File: src/rtl/pll_drp_ctrl.sv
// PLL reconfiguration controller. It takes a stream of read-modify-write entries
// (addr, keep-mask, data, last). For each entry it reads the DRP register and writes
// back the merged value. The PLL is held in reset for the whole sequence. After the
// last write, reset is released and the controller waits for lock. Every DRP
// handshake and the lock wait are bounded by a single shared timeout counter.
//
// Ports:
//   clk_in0, reset_n            clock (also PLL DCLK), async active-low reset
//   req_valid/req_ready         entry handshake
//   req_addr/mask/data/last     entry payload; mask bit 1 keeps the current value
//   drp_daddr/den/dwe/di        DRP command to the PLL
//   drp_do/drp_drdy             DRP response from the PLL
//   pll_rst, pll_locked         PLL reset (active-high) and lock indication
//   busy, done, error           sequence status
module pll_drp_ctrl #(
  parameter int unsigned RST_HOLD     = 4,
  parameter int unsigned DRDY_TIMEOUT = 64,
  parameter int unsigned LOCK_TIMEOUT = 65535
) (
  input  logic        clk_in0,
  input  logic        reset_n,
  input  logic        req_valid,
  output logic        req_ready,
  input  logic [6:0]  req_addr,
  input  logic [15:0] req_mask,
  input  logic [15:0] req_data,
  input  logic        req_last,
  output logic [6:0]  drp_daddr,
  output logic        drp_den,
  output logic        drp_dwe,
  output logic [15:0] drp_di,
  input  logic [15:0] drp_do,
  input  logic        drp_drdy,
  output logic        pll_rst,
  input  logic        pll_locked,
  output logic        busy,
  output logic        done,
  output logic        error
);

  localparam int unsigned TMaxA = (RST_HOLD > DRDY_TIMEOUT) ? RST_HOLD : DRDY_TIMEOUT;
  localparam int unsigned TMax  = (TMaxA > LOCK_TIMEOUT) ? TMaxA : LOCK_TIMEOUT;
  localparam int unsigned TW    = $clog2(TMax + 2);

  typedef enum logic [3:0] {
    StIdle, StRstHold, StRdReq, StRdWait, StWrReq,
    StWrWait, StGetNext, StLockWait, StDone, StErr
  } state_e;

  state_e         state_q, state_d;
  logic [TW-1:0]  timer_q, timer_d;
  logic [6:0]     addr_q, addr_d;
  logic [15:0]    mask_q, mask_d;
  logic [15:0]    data_q, data_d;
  logic           last_q, last_d;
  logic [15:0]    wdata_q, wdata_d;
  logic           ready_q, ready_d;
  logic           pll_rst_q, pll_rst_d;
  logic           busy_q, busy_d;
  logic           done_q, done_d;
  logic           error_q, error_d;
  logic           xfer;
  logic [31:0]    elapsed;

  assign xfer    = req_valid && ready_q;
  // Cycles spent in the current state, counting the present one.
  assign elapsed = 32'(timer_q) + 32'd1;

  always_comb begin
    state_d   = state_q;
    addr_d    = addr_q;
    mask_d    = mask_q;
    data_d    = data_q;
    last_d    = last_q;
    wdata_d   = wdata_q;
    pll_rst_d = pll_rst_q;
    busy_d    = busy_q;
    done_d    = done_q;
    error_d   = error_q;

    if (xfer) begin
      addr_d = req_addr;
      mask_d = req_mask;
      data_d = req_data;
      last_d = req_last;
    end

    unique case (state_q)
      StIdle: begin
        if (xfer) begin
          state_d   = StRstHold;
          pll_rst_d = 1'b1;
          busy_d    = 1'b1;
          done_d    = 1'b0;
          error_d   = 1'b0;
        end
      end
      StRstHold: begin
        if (elapsed >= RST_HOLD) state_d = StRdReq;
      end
      StRdReq: state_d = StRdWait;
      StRdWait: begin
        if (drp_drdy) begin
          wdata_d = (drp_do & mask_q) | (data_q & ~mask_q);
          state_d = StWrReq;
        end else if (elapsed >= DRDY_TIMEOUT) begin
          state_d = StErr;
        end
      end
      StWrReq: state_d = StWrWait;
      StWrWait: begin
        if (drp_drdy) begin
          if (last_q) begin
            state_d   = StLockWait;
            pll_rst_d = 1'b0;
          end else begin
            state_d = StGetNext;
          end
        end else if (elapsed >= DRDY_TIMEOUT) begin
          state_d = StErr;
        end
      end
      StGetNext: begin
        if (xfer) state_d = StRdReq;
      end
      StLockWait: begin
        if (pll_locked) begin
          state_d = StDone;
          busy_d  = 1'b0;
          done_d  = 1'b1;
        end else if (elapsed >= LOCK_TIMEOUT) begin
          state_d = StErr;
        end
      end
      StDone:  state_d = StIdle;
      StErr:   state_d = StIdle;
      default: state_d = StIdle;
    endcase

    // Status for the error state is applied on the entering edge.
    if (state_d == StErr && state_q != StErr) begin
      pll_rst_d = 1'b0;
      busy_d    = 1'b0;
      error_d   = 1'b1;
    end

    // Cleared on every state entry; saturates instead of wrapping.
    if (state_d != state_q)  timer_d = '0;
    else if (&timer_q)       timer_d = timer_q;
    else                     timer_d = timer_q + TW'(1);

    // Registered so req_ready stays low while reset is asserted.
    ready_d = (state_d == StIdle) || (state_d == StGetNext);
  end

  always_ff @(posedge clk_in0 or negedge reset_n) begin
    if (!reset_n) begin
      state_q   <= StIdle;
      timer_q   <= '0;
      addr_q    <= '0;
      mask_q    <= '0;
      data_q    <= '0;
      last_q    <= 1'b0;
      wdata_q   <= '0;
      ready_q   <= 1'b0;
      pll_rst_q <= 1'b0;
      busy_q    <= 1'b0;
      done_q    <= 1'b0;
      error_q   <= 1'b0;
    end else begin
      state_q   <= state_d;
      timer_q   <= timer_d;
      addr_q    <= addr_d;
      mask_q    <= mask_d;
      data_q    <= data_d;
      last_q    <= last_d;
      wdata_q   <= wdata_d;
      ready_q   <= ready_d;
      pll_rst_q <= pll_rst_d;
      busy_q    <= busy_d;
      done_q    <= done_d;
      error_q   <= error_d;
    end
  end

  // DRP strobes are single-cycle request states; address and data are zeroed when idle.
  assign drp_den   = (state_q == StRdReq) || (state_q == StWrReq);
  assign drp_dwe   = (state_q == StWrReq);
  assign drp_daddr = drp_den ? addr_q : '0;
  assign drp_di    = drp_dwe ? wdata_q : '0;

  assign req_ready = ready_q;
  assign pll_rst   = pll_rst_q;
  assign busy      = busy_q;
  assign done      = done_q;
  assign error     = error_q;

endmodule
File: config.mk
export PLATFORM = sky130hd
export DESIGN_NAME = pll_drp_ctrl
export DESIGN_NICKNAME = d
export VERILOG_FILES = /design/src/rtl/pll_drp_ctrl.sv
export SDC_FILE = /design/constraint.sdc
export NUM_CORES = 1
export LEC_CHECK = 0
export BUFFER_PORTS_ARGS = -buffer_cell sky130_fd_sc_hd__buf_2
export CORE_ASPECT_RATIO = 0.9
export CORE_MARGIN = 8
export CORE_UTILIZATION = 41
export CTS_CLUSTER_SIZE = 20
export DETAILED_ROUTE_END_ITERATION = 6
export MAX_ROUTING_LAYER = met4
export PLACE_DENSITY = 0.65
export SLEW_MARGIN = 5
export SYNTH_ARGS = -nofsm -noshare
export SYNTH_HDL_FRONTEND = slang
export SYNTH_SLANG_ARGS = --single-unit
File: constraint.sdc
create_clock -name clk_in0 -period 4.25 [get_ports clk_in0]
set_input_delay 0.425 -clock clk_in0 [delete_from_list [all_inputs] [get_ports clk_in0]]
set_output_delay 0.425 -clock clk_in0 [all_outputs]
set_load 0.01 [all_outputs]
Word-level counts from Yosys, hierarchy flattened --
Index checks and enable logic that the tools add are counted.
Cells by class: add/sub/neg operators 2, $mul 0, div/mod/pow operators 0, magnitude comparators 3, eq/ne operators 18, shift operators 0, muxes and demuxes 27, bitwise operators 4, reductions and logical operators 17
Operators by type and width (count):
- 2-to-1 mux 17 bit | 2
- bitwise AND 16 bit | 2
- 2-to-1 mux 4 bit | 8
- one-hot mux 4 bit (8 select lines) | 1
- == test 4 x 3 -> 1 bit, second input constant | 5
- adder 17 x 1 -> 18 bit, second input constant | 1
- greater-or-equal comparator 18 x 16 -> 1 bit, second input constant | 1
- greater-or-equal comparator 18 x 3 -> 1 bit, second input constant | 1
- greater-or-equal comparator 18 x 7 -> 1 bit, second input constant | 1
- adder 17 x 1 -> 17 bit, second input constant | 1
- AND reduction 17 bit | 1
- 2-to-1 mux 16 bit | 1
- NOT 16 bit | 1
- OR 16 bit | 1
- inequality test 3 bit, second input constant | 4
- 2-to-1 mux 1 bit | 11
- == test 4 x 2 -> 1 bit, second input constant | 2
- logical NOT 4 bit | 2
- 2-to-1 mux 7 bit | 1
- inequality test 2 bit, second input constant | 3
- one-hot mux 1 bit (2 select lines) | 3
- AND reduction 3 bit | 2
- nonzero test 2 bit | 3
- nonzero test 3 bit | 2
- 8 further kinds | 11
Word-level totals: register bits 82, bits in latches 0, bits in writable memories 0, memory bits (read-only) 0, bits of input ports 61, output and inout port bits 30, word-level logic and storage cells 83, memories kept 0

Longest topological paths before layout --
Gate-level depths: netlist (run 1).
depth in word-level cells 9, mapped depth 14, mapped depth without buffers 11

Least setup slack after synthesis (run 1) --
Ideal clock, no wire load.
path type reg2reg, start point register timer_q[0], end point register ready_q, in the netlist req_ready, setup time 0.126 ns, arrival time 2.971 ns, data required time 4.124 ns, path slack 1.152 ns, cell stages (with the launch flop) 14, buffers on the path 2, clock period less this slack 3.098 ns, cells stage by stage dfrtp_1 ha_1 clkbuf_1 and4_1 clkbuf_1 nand2_1 nor3_1 ha_1 a31o_2 a21oi_1 a31oi_1 or4_4 xnor2_1 nor3b_2
Between the ends: longest elaborated chain between the ends 7, elaborated cells on any way between the ends 14, classes of those cells add/sub: 1; order compare: 3; eq/ne: 1; mux: 7; reduce/logical: 2
Ends and longest elaborated chain:
- from (decl) | line 51 | logic [TW-1:0] timer_q, timer_d;
- from (signal assigned) | line 172 | timer_q <= timer_d;
- adder 17 x 1 -> 18 bit (*) | line 67 | assign elapsed = 32'(timer_q) + 32'd1;
- greater-or-equal comparator 18 x 16 -> 1 bit / greater-or-equal comparator 18 x 7 -> 1 bit (equally long branches) | line 131, 106, 119
- 2-to-1 mux 4 bit (on tied branches) | line 131, 106, 119
- 2-to-1 mux 4 bit (on tied branches) | line 127, 103, 112
- one-hot mux 4 bit (8 select lines) (*) | line 88 | unique case (state_q)
- via state_d[1] | line 50 | state_e state_q, state_d;
- == test 4 x 3 -> 1 bit / logical NOT 4 bit (equally long branches) | line 153 | ready_d = (state_d == StIdle) || (state_d == StGetNext);
- logical OR 1 bit (*) | line 153
- via ready_d | line 57 | logic ready_q, ready_d;
- to (signal assigned) | line 178 | ready_q <= ready_d;
- to (decl) | line 57
Mark *: on every way through the listed nets, which the timed path passes. The rest lies on a longest branch. A chain may end at the register's enable or synchronous reset.

Worst setup path in the final report (run 1) --
start point register timer_q[0], end point register timer_q[0]
Between the ends: longest elaborated chain between the ends 7, elaborated cells on any way between the ends 17, classes of those cells add/sub: 2; order compare: 3; eq/ne: 2; mux: 9; reduce/logical: 1
Ends and longest elaborated chain:
- adder 17 x 1 -> 18 bit | line 67
- greater-or-equal comparator 18 x 16 -> 1 bit / greater-or-equal comparator 18 x 7 -> 1 bit (equally long branches) | line 131, 106, 119
- 2-to-1 mux 4 bit (on tied branches) | line 131, 106, 119
- 2-to-1 mux 4 bit (on tied branches) | line 127, 103, 112
- one-hot mux 4 bit (8 select lines) | line 88
- inequality test 4 bit | line 148 | if (state_d != state_q) timer_d = '0;
- inequality test 2 bit (no source line) / 2-to-1 mux 17 bit (equally long branches)
Parallel ways exist; a longest one is shown, timed or not. The select of a mux whose other input is x is not followed.

==> metrics.cfg, run 1 <==
[clock_tree]
cts_root_buf=clkbuf_16
h-tree-depth=3
cts_setup_buffers=0
clock_latency_ns=0.34
numCtsBuffers=9
cts_sinks=82
cts_tree=yes
clk_path_buf_depth=2
ctsResizeCount=0
postCtsHoldBufs=0
path_clk_slew_ns=0.06

[worst_setup_path]
r2r_cells=11
end_kind=flop
slowest_delay_ns=0.48
cp_data_required_time_ns=4.50
path_max_fanout=17
path_cells=ha_1, and4_1, nand2_1, nor3_1, ha_1, a31o_2, a21oi_1, and3_1, o211a_1, o2111ai_4, nor2_1
worstPathArrival_ns=3.63
r2r_start=timer_q[0]
cpMostUsedCell=ha_1
cp-start-kind=flop
rrSetupSlack_ns=0.87
slowest_stage=dfrtp_1
rr_endpoint=timer_q[0]
crit_type=flop to flop

[timing]
setup_viol=0
fin_tns_setup_ns=0
worst_pin_slew_ns=1.03
min_period_ns=3.38
finalHoldViolCount=0
finalMaxSlewViolations=0
max_freq_ghz=0.296
min_period_over_period_pct=79.5
setup_ws_ns=0.870
slew_headroom_pct=31.4
rsz0062_at_grt=false
finalClockSkew_ns=0.0115

[layout]
fin_nets=551
layout-drive-gt1-share_pct=34.8
final_cells=620
area_growth_pct=18.0
diodes=0
n_fill_cell=968

[pwr]
comb_power_share_pct=35.9
power.switching_fraction_pct=33.9
power.density_nw_per_um2=633
clockPowerShare_pct=23.4
internal_power_mw=2.16
p_total_mw=3.27
netSwitchingPower_mw=1.11
seq_power_share_pct=40.7
p_leak_nw=2.32
ir_drop_mv=0.437

[logic_synthesis]
netlist.top_cell.by_area=dfrtp_1
syn_area_um2=4370
ys_ff_latch=82
synth_warnings=0
syn_area_per_cell_um2=10.6
synth-edff-count=0
ys_types=61
ys_seq_area_share_pct=46.9
synth_top_area_share_pct=46.9
syn_nets=478
synth.area.top_cells=dfrtp_1 (47%), mux2_2 (11%), mux2i_1 (4.3%), nor2_1 (4.3%), and2_1 (3.7%)
async_flop_share_pct=100
yosys_most_used_dff=dfrtp_1
synthCells=414

[route]
wirelength_um=9890
wl_met3_um=583
routed.top_layer=met4
ant_nets=0
drtPass1Iterations=4
drtIter0Drc=226
vias_per_cell=5.34
route.met2.wl_um=4730
met1Wirelength_um=4470
vias=3309
wire_per_inst_um=15.9
drc=0

[grt]
grt_pass1_vias=3364
grt_remaining_overflow=0
grt_pass1_wl_um=16600
grt_antenna_before_repair=0
track_usage_pct=14.6
grt_max_degree=83

[die]
start_util_pct=42.3
die_w_um=125
io_pins=91
dieArea_um2=14200
rows=35
core_area_um2=10300
die_h_um=114

[placement]
gp_congestion=0.882
dp_hpwl_um=7130
dp.cells=605
place_ws_ns=0.910
numPortBuffers=90

[worst_hold_path]
hold_path_class=input pin to asynchronous set/reset pin

[run]
drv_cap=0

[status]
status=complete, no violations

## Yosys cell counts (6+ instances only)
| library cell | number |
|---|---|
| and2_1 | 26 |
| mux2i_1 | 19 |
| clkbuf_1 | 20 |
| a21oi_1 | 20 |
| dfrtp_1 | 82 |
| xnor2_1 | 14 |
| inv_1 | 6 |
| nor2_1 | 50 |
| and3_1 | 6 |
| mux2_2 | 43 |
| nand4_1 | 8 |
| nor3_1 | 15 |
| nand2_1 | 14 |
## power groups by stage
stage / Sequential [mW] / Combinational (mW) / Clock, mW
finish: 1.33 / 1.17 / 0.765
floorplan: 1.26 / 0.916 / 0
detailed placement: 1.34 / 1.19 / 0
global route: 1.39 / 1.31 / 0.825
global placement: 1.32 / 1.16 / 0
CTS: 1.33 / 1.20 / 0.794
## cells in the final DEF (no fill, tap or decap), types with 9 or more instances in the layout
master	instances
and2_1	25
a21oi_1	20
clkbuf_16	9
mux2_2	43
mux2i_1	19
nor2_1	50
nor3_1	14
nand2_1	14
buf_2	89
dfrtp_1	82
xnor2_1	14
## critical path, delay by kind of cell (launching register included)
| kind | cells | cell delay (ns) |
|---|---|---|
| flops | 1 | 0.48 |
| simple gates | 5 | 1.17 |
| compound gates | 4 | 1.00 |
| fa+ha+maj | 2 | 0.65 |
## logic make-up (layout without fill, tap and decap cells)
group	count (synthesis)	after routing	share of synthesized area, %
buffers and inverters	37	114	3.89
and+or+nand+nor	160	160	20.5
muxes	62	62	15.4
AOI/OAI and AO/OA	51	51	8.61
adders and majority gates	3	3	0.858
xor gates and xnor gates	19	19	3.80
DFF	82	82	46.9
## stage by stage
step	hold WS, ns	utilization [%]	instance area [um^2]
5_1_grt	0.305	50.0	5160
3_5_place_dp	0.465	47.1	4870
3_3_place_gp	0.462	47.1	4870
6_report	0.266	50.0	5160
2_1_floorplan	0.129	-	4370
4_1_cts	0.302	50.0	5160
## final cells by class
cell class,count,area [um^2],share of cell area (%)
Inverter,6,22.5,0.436
Clock inverter,6,67.6,1.31
Timing Repair Buffer,93,475,9.21
Sequential cell,82,2050,39.7
Multi-Input combinational cell,295,2160,41.8
Tap cell,129,161,3.13
Clock buffer,9,225,4.36
## routing by layer
layer / track usage, % / up-vias
li1: - / 1613
met1: 18.1 / 1576
met2: 22.8 / 113
met3: 4.62 / 7
met4: 3.97 / 0
met5: - / -
## registers in the layout, indices dropped and copies added, names as in the netlist, 4 cells and up
name / flops
timer_q: 17
data_q: 16
mask_q: 16
wdata_q: 16
addr_q: 7
state_q: 4
## how the worst max path moves through the flow
stage	end	cells past startpoint	startpoint
6_report	timer_q[0]	11	timer_q[0]
5_1_grt	timer_q[0]	11	timer_q[1]
4_1_cts	timer_q[0]	11	timer_q[0]
3_5_place_dp	timer_q[0]	11	timer_q[0]
3_3_place_gp	timer_q[1]	11	timer_q[0]
2_1_floorplan	req_ready	13	timer_q[0]
(Power assumes the default switching activity.)
==> inputs of run 2 (changes only) <==
PLACE_DENSITY = 0.67   (was 0.65)
clock period = 2.97 ns   (was 4.25 ns; I/O delays follow)
==> run 2 against run 1 <==
Effect of this change: clock power is 44% higher; clock skew shrank 0.0074 ns; first-iteration DRC count up 27%; non-clock buffer count is 27 higher; setup slack lost 0.78 ns; final cell count increased by 4.5%; fmax up 17%; sequential cell count unchanged; sequential share of layout area shrank 1.7 points; total power rose by 48%; core utilization up 2.4 points; routed wire length is 5.1% higher.
==> metrics.cfg, run 2 (synthesis results as in run 1) <==
[placement]
dp.cells=629
placed_area_um2=5060
dp_hpwl_um=7790
gp_congestion=0.913
numPortBuffers=90

[pwr]
internal_power_mw=3.21
seq_power_share_pct=39.2
power.density_nw_per_um2=893
comb_power_share_pct=38.0
netSwitchingPower_mw=1.62
power.switching_fraction_pct=33.5
clockPowerShare_pct=22.8
p_total_mw=4.83
ir_drop_mv=0.499
p_leak_nw=2.45

[clock_tree]
cts_tree=yes
cts_sinks=82
h-tree-depth=3
path_clk_slew_ns=0.06
cts_root_buf=clkbuf_16
clock_latency_ns=0.33
clk_path_buf_depth=2
numCtsBuffers=9

[worst_setup_path]
slowest_delay_ns=0.45
rr_endpoint=timer_q[14]
crit_path_end=timer_q[14]
cpMostUsedCell=and4_1
crit_start=timer_q[1]
path_cells=ha_4, and4_1, buf_4, and4_1, a2111oi_2, nand4_1, and3b_4, o31a_1, o2111ai_4, buf_12, nor2_1
r2r_start=timer_q[1]
path_max_fanout=17
end_kind=flop
slowest_stage=dfrtp_2
cp-start-kind=flop
worstPathArrival_ns=3.10
cp_data_required_time_ns=3.19
r2r_cells=11
rrSetupSlack_ns=0.09
crit_type=flop to flop

[timing]
rsz0062_at_grt=false
finalMaxSlewViolations=0
min_period_over_period_pct=97.0
finalClockSkew_ns=0.00416
min_period_ns=2.88
max_freq_ghz=0.347
worst_pin_slew_ns=0.707
finalHoldViolCount=0
fin_tns_setup_ns=0
slew_headroom_pct=52.8
setup_viol=0

[grt]
grt_pass1_vias=3554
grt_max_degree=56
track_usage_pct=15.3
grt_use_met3_pct=4.38
busiest_layer=met2
grtUsageMet1_pct=18.7
met2_usage_pct=24.2
grt_pass1_wl_um=17300
grt_remaining_overflow=0
grt_antenna_before_repair=0

[layout]
largest_register_ffs=17
layout-drive-gt1-share_pct=39.1
area_growth_pct=23.7
fin_nets=578
diodes=0
top_register=timer_q
final_cell_area_um2=5410
final_cell_mix=buf_2 (89), dfrtp_1 (78), nor2_1 (50)
final_common_cell=buf_2
final_cells=648

[route]
vias=3465
vias_per_cell=5.35
wire_per_inst_um=16.0
ant_nets=0
drc=0
wirelength_um=10400
drtPass1Iterations=4
drtIter0Drc=288

[status]
status=complete, no violations

[die]
core_area_um2=10300
die_h_um=114
rows=35
io_pins=91
start_util_pct=42.3
die_w_um=125
dieArea_um2=14200

[run]
drv_cap=0

[worst_hold_path]
hold_path_class=input pin to asynchronous set/reset pin

run 2: cell types whose count changed in the layout (fill, tap and decap cells not counted), sizes merged:
cell	previous run	this run
buf	93	120
clkbuf	9	11
clkinvlp	2	1
run 2: metal layers:
layer,up-vias,wire (um)
met1,1683,4760
met3,11,452
met5,-,0
li1,1673,-
met4,0,146
met2,98,5030
run 2: repair_timing:
action                     4_1_cts  5_1_grt
hold buffers                     0        0
gates resized for setup          0        8
buffers inserted                 0        3
setup endpoints to repair        0       20
run 2: area by class of cell:
cell class	count	area [um^2]
Fill cell	954	4920
Multi-Input combinational cell	295	2180
Sequential cell	82	2060
Timing Repair Buffer	120	691
Clock buffer	11	233
Tap cell	129	161
Clock inverter	5	63.8
Inverter	6	22.5
run 2: through the flow:
stage                     worst slack [ns]  util (%)  hold slack (ns)
after floorplan                     0.0130         -          0.00141
after global placement               0.138      49.0            0.385
after detailed placement            0.0501      49.0            0.387
after CTS                           0.0337      51.9           0.0288
after global routing               0.00224      52.3           0.0494
final                               0.0893      52.3          0.00414
run 2: how the worst min path moves through the flow:
stage	slack [ns]	start	depth (start not counted)	endpoint
finish	0.004	reset_n	1	timer_q[1]
global route	0.05	reset_n	1	timer_q[1]
CTS	0.03	reset_n	1	timer_q[1]
detailed placement	0.39	reset_n	1	timer_q[1]
global placement	0.39	reset_n	1	timer_q[4]
floorplan	0.001	reset_n	0	addr_q[0]
run 2: power groups by stage:
stage / Combinational [mW] / Sequential, mW / Clock [mW]
after global routing: 2.03 / 1.97 / 1.18
after global placement: 1.78 / 1.88 / 0
after CTS: 1.83 / 1.89 / 1.13
after detailed placement: 1.83 / 1.91 / 0
final: 1.83 / 1.89 / 1.10
after floorplan: 1.31 / 1.81 / 0
run 2: worst max-delay path, delay by kind of cell (launching register included):
| kind | cells | cell delay [ns] |
|---|---|---|
| AND/OR/NAND/NOR | 5 | 0.91 |
| AO/OA/AOI/OAI | 3 | 0.91 |
| flip-flops | 1 | 0.45 |
| buffers and inverters | 2 | 0.33 |
| adder cells (fa/ha/maj) | 1 | 0.18 |
==> inputs of run 3 (changes only) <==
--- a/config.mk
+++ b/config.mk
@@ -7,3 +7,4 @@
 export LEC_CHECK = 0
-export BUFFER_PORTS_ARGS = -buffer_cell sky130_fd_sc_hd__buf_2
+export ABC_AREA = 1
+export BUFFER_PORTS_ARGS = -buffer_cell sky130_fd_sc_hd__buf_4
 export CORE_ASPECT_RATIO = 0.9
==> constraint.sdc (replaced) <==
create_clock -name clk_in0 -period 2.97 [get_ports clk_in0]
set_input_delay 0.594 -clock clk_in0 [delete_from_list [all_inputs] [get_ports clk_in0]]
set_output_delay 0.594 -clock clk_in0 [all_outputs]
set_load 0.01 [all_outputs]
==> run 3 against run 2 <==
Effect of this change: non-clock buffer count is 14 lower; die area shrank 1.1%; routed wire length grew 6.7%; synthesized area is 1.3% lower; critical path depth is 7 higher; fmax rose by 4.7%; via count rose by 9.4%; highest routed layer unchanged; sequential share of layout area shrank 1.6 points; clock skew rose by 0.0013 ns; synthesized cell count is 31% higher; critical endpoint unchanged; core utilization is 2.6 points higher; clock-buffer cell count down 1.
==> metrics.cfg, run 3 <==
[logic_synthesis]
netlist.top_cell.by_area=dfrtp_1
syn_area_per_cell_um2=7.98
synthTopCellsByCount=nand2_1 (113), nor2_1 (84), dfrtp_1 (82), inv_1 (78), o21ai_0 (46)
synth_warnings=0
ys_ff_latch=82
synthCells=541
async_flop_share_pct=100
ys_types=30
synth_top_area_share_pct=47.5
ys_seq_area_share_pct=47.5
synth.area.top_cells=dfrtp_1 (48%), nand2_1 (9.8%), nor2_1 (7.3%), inv_1 (6.8%), mux2_2 (5.7%)
synth_most_common_cell=nand2_1
syn_area_um2=4320
syn_nets=605
yosys_most_used_dff=dfrtp_1
synth-edff-count=0

[clock_tree]
clk_path_buf_depth=2
cts_tree=yes
numCtsBuffers=9
cts_root_buf=clkbuf_16
cts_sinks=82
clock_latency_ns=0.34
h-tree-depth=3
path_clk_slew_ns=0.07
postCtsHoldBufs=0

[layout]
n_fill_cell=974
diodes=0
area_growth_pct=30.4
layout-drive-gt1-share_pct=27.9
fin_nets=707
largest_register_ffs=17
top_register=timer_q
final_cell_mix=nand2_1 (109), buf_4 (103), nor2_1 (82)
final_common_cell=nand2_1

[status]
status=complete, no violations

[run]
drv_cap=0

[timing]
fin_tns_setup_ns=0
setup_ws_ns=0.219
worst_pin_slew_ns=0.696
slew_headroom_pct=53.2
finalMaxSlewViolations=0
min_period_over_period_pct=92.6
rsz0062_at_grt=false
finalHoldViolCount=0
min_period_ns=2.75
finalClockSkew_ns=0.00544
setup_viol=0
max_freq_ghz=0.363

[die]
start_util_pct=42.1
die_w_um=124
die_h_um=113
rows=35
io_pins=91
dieArea_um2=14100
core_area_um2=10200

[grt]
grt_max_degree=59
grt_pass1_wl_um=18400
grt_remaining_overflow=0
grt_antenna_before_repair=0
grt_pass1_vias=3953
track_usage_pct=16.7

[placement]
place_ws_ns=-0.00631
dp_hpwl_um=8210
gp_congestion=0.847
numPortBuffers=90

[worst_setup_path]
cp-start-kind=flop
slowest_delay_ns=0.40
worstPathArrival_ns=3.02
r2r_cells=18
slowest_stage=dfrtp_1
cpLargestDelayFamily=simple AND/OR/NAND/NOR gates
path_max_fanout=5
end_kind=flop
cpMostUsedCell=nor2_4
crit_type=flop to flop
path_cells=ha_4, nand2_2, nor2_4, nand3_4, nor4_4, ha_1, nor2_4, nand3_2, nor2_4, nand2_1, nand2_2, nand2_2, o21ai_1, nand2_1, nor2_2, nand2_4, clkbuf_16, nor2_4
crit_cells=18
cp_data_required_time_ns=3.24
crit_buf_inv=1

[route]
wire_per_inst_um=14.3
drtIter0Drc=205
wirelength_um=11100
drtPass1Iterations=4
drc=0
vias=3792
ant_nets=0
vias_per_cell=4.88

[pwr]
power.density_nw_per_um2=904
ir_drop_mv=0.493
p_leak_nw=2.79

[worst_hold_path]
hold_path_class=input pin to asynchronous set/reset pin

[run 3: cell types whose count changed after synthesis, moves of 12 or more]
| cell | delta |
|---|---|
| nor2_1 | +34 |
| nor2_4 | +15 |
| mux2_2 | -21 |
| xnor2_1 | -13 |
| o21ai_0 | +42 |
| inv_1 | +72 |
| and2_1 | -25 |
| nand3_1 | +18 |
| mux2i_1 | -18 |
| nor3_1 | -12 |
| nand2_1 | +99 |
[run 3: worst register-to-register path: stages (launching register included)]
cell and delay (ns):
dfrtp_1 0.40, ha_4 0.17, nand2_2 0.07, nor2_4 0.17, nand3_4 0.10, nor4_4 0.21
ha_1 0.30, nor2_4 0.11, nand3_2 0.10, nor2_4 0.15, nand2_1 0.08, nand2_2 0.08
nand2_2 0.07, o21ai_1 0.13, nand2_1 0.07, nor2_2 0.14, nand2_4 0.10, clkbuf_16 0.19
nor2_4 0.07
[run 3: kinds of logic after synthesis]
family / share of synthesized area, %
compound gates: 9.30
xor+xnor: 0.812
fa+ha+maj: 0.869
buf+inv: 8.52
flops: 47.5
mux: 5.97
simple gates: 27.0
[run 3: final timing paths]
kind,from,end,slack (ns)
setup / recovery,timer_q[1],timer_q[14],0.22
max in group asynchronous,reset_n,timer_q[0],2.10
hold / removal,reset_n,addr_q[0],0.22
setup reg to reg,timer_q[1],timer_q[14],0.22
min in group clk_in0,req_mask[8],mask_q[8],0.49
hold reg to reg,data_q[7],data_q[7],0.51
[run 3: cell type report]
| class | count | area [um^2] | area share [%] |
|---|---|---|---|
| well taps | 129 | 161 | 2.87 |
| multi-input cells | 363 | 1960 | 34.9 |
| clock inverters | 6 | 72.6 | 1.29 |
| repair buffers | 106 | 838 | 14.9 |
| clock buffers | 10 | 239 | 4.24 |
| flip-flops and latches | 82 | 2050 | 36.5 |
| inverters | 81 | 304 | 5.40 |
[run 3: stage by stage]
stage | cells | power [mW] | hold slack (ns) | util, % | instance area, um^2
2_1_floorplan | 541 | 3.03 | 0.298 | - | 4320
3_3_place_gp | 752 | 3.59 | 0.488 | 50.4 | 5160
3_5_place_dp | 752 | 3.65 | 0.500 | 50.4 | 5160
4_1_cts | 768 | 4.84 | 0.252 | 53.4 | 5480
5_1_grt | 777 | 5.44 | 0.274 | 55.0 | 5630
6_report | 777 | 5.09 | 0.224 | 55.0 | 5630
[run 3: metal layers]
layer / track usage [%] / vias up / wire length (um)
met3: 3.33 / 13 / 485
met1: 21.6 / 1776 / 5260
li1: - / 1906 / -
met2: 25.8 / 97 / 5180
met5: - / - / 0
met4: 4.99 / 0 / 157
[run 3: what timing repair did]
action	in CTS	in global routing
resized for setup	1	13
setup buffers	0	8
cloned	0	1
pin swaps	0	7
setup endpoints to repair	10	17
[run 3: report_power, final]
part	total, mW	switching, mW	internal, mW
Combinational	2.13	1.16	0.967
Clock	1.17	0.483	0.687
Sequential	1.79	0.229	1.56
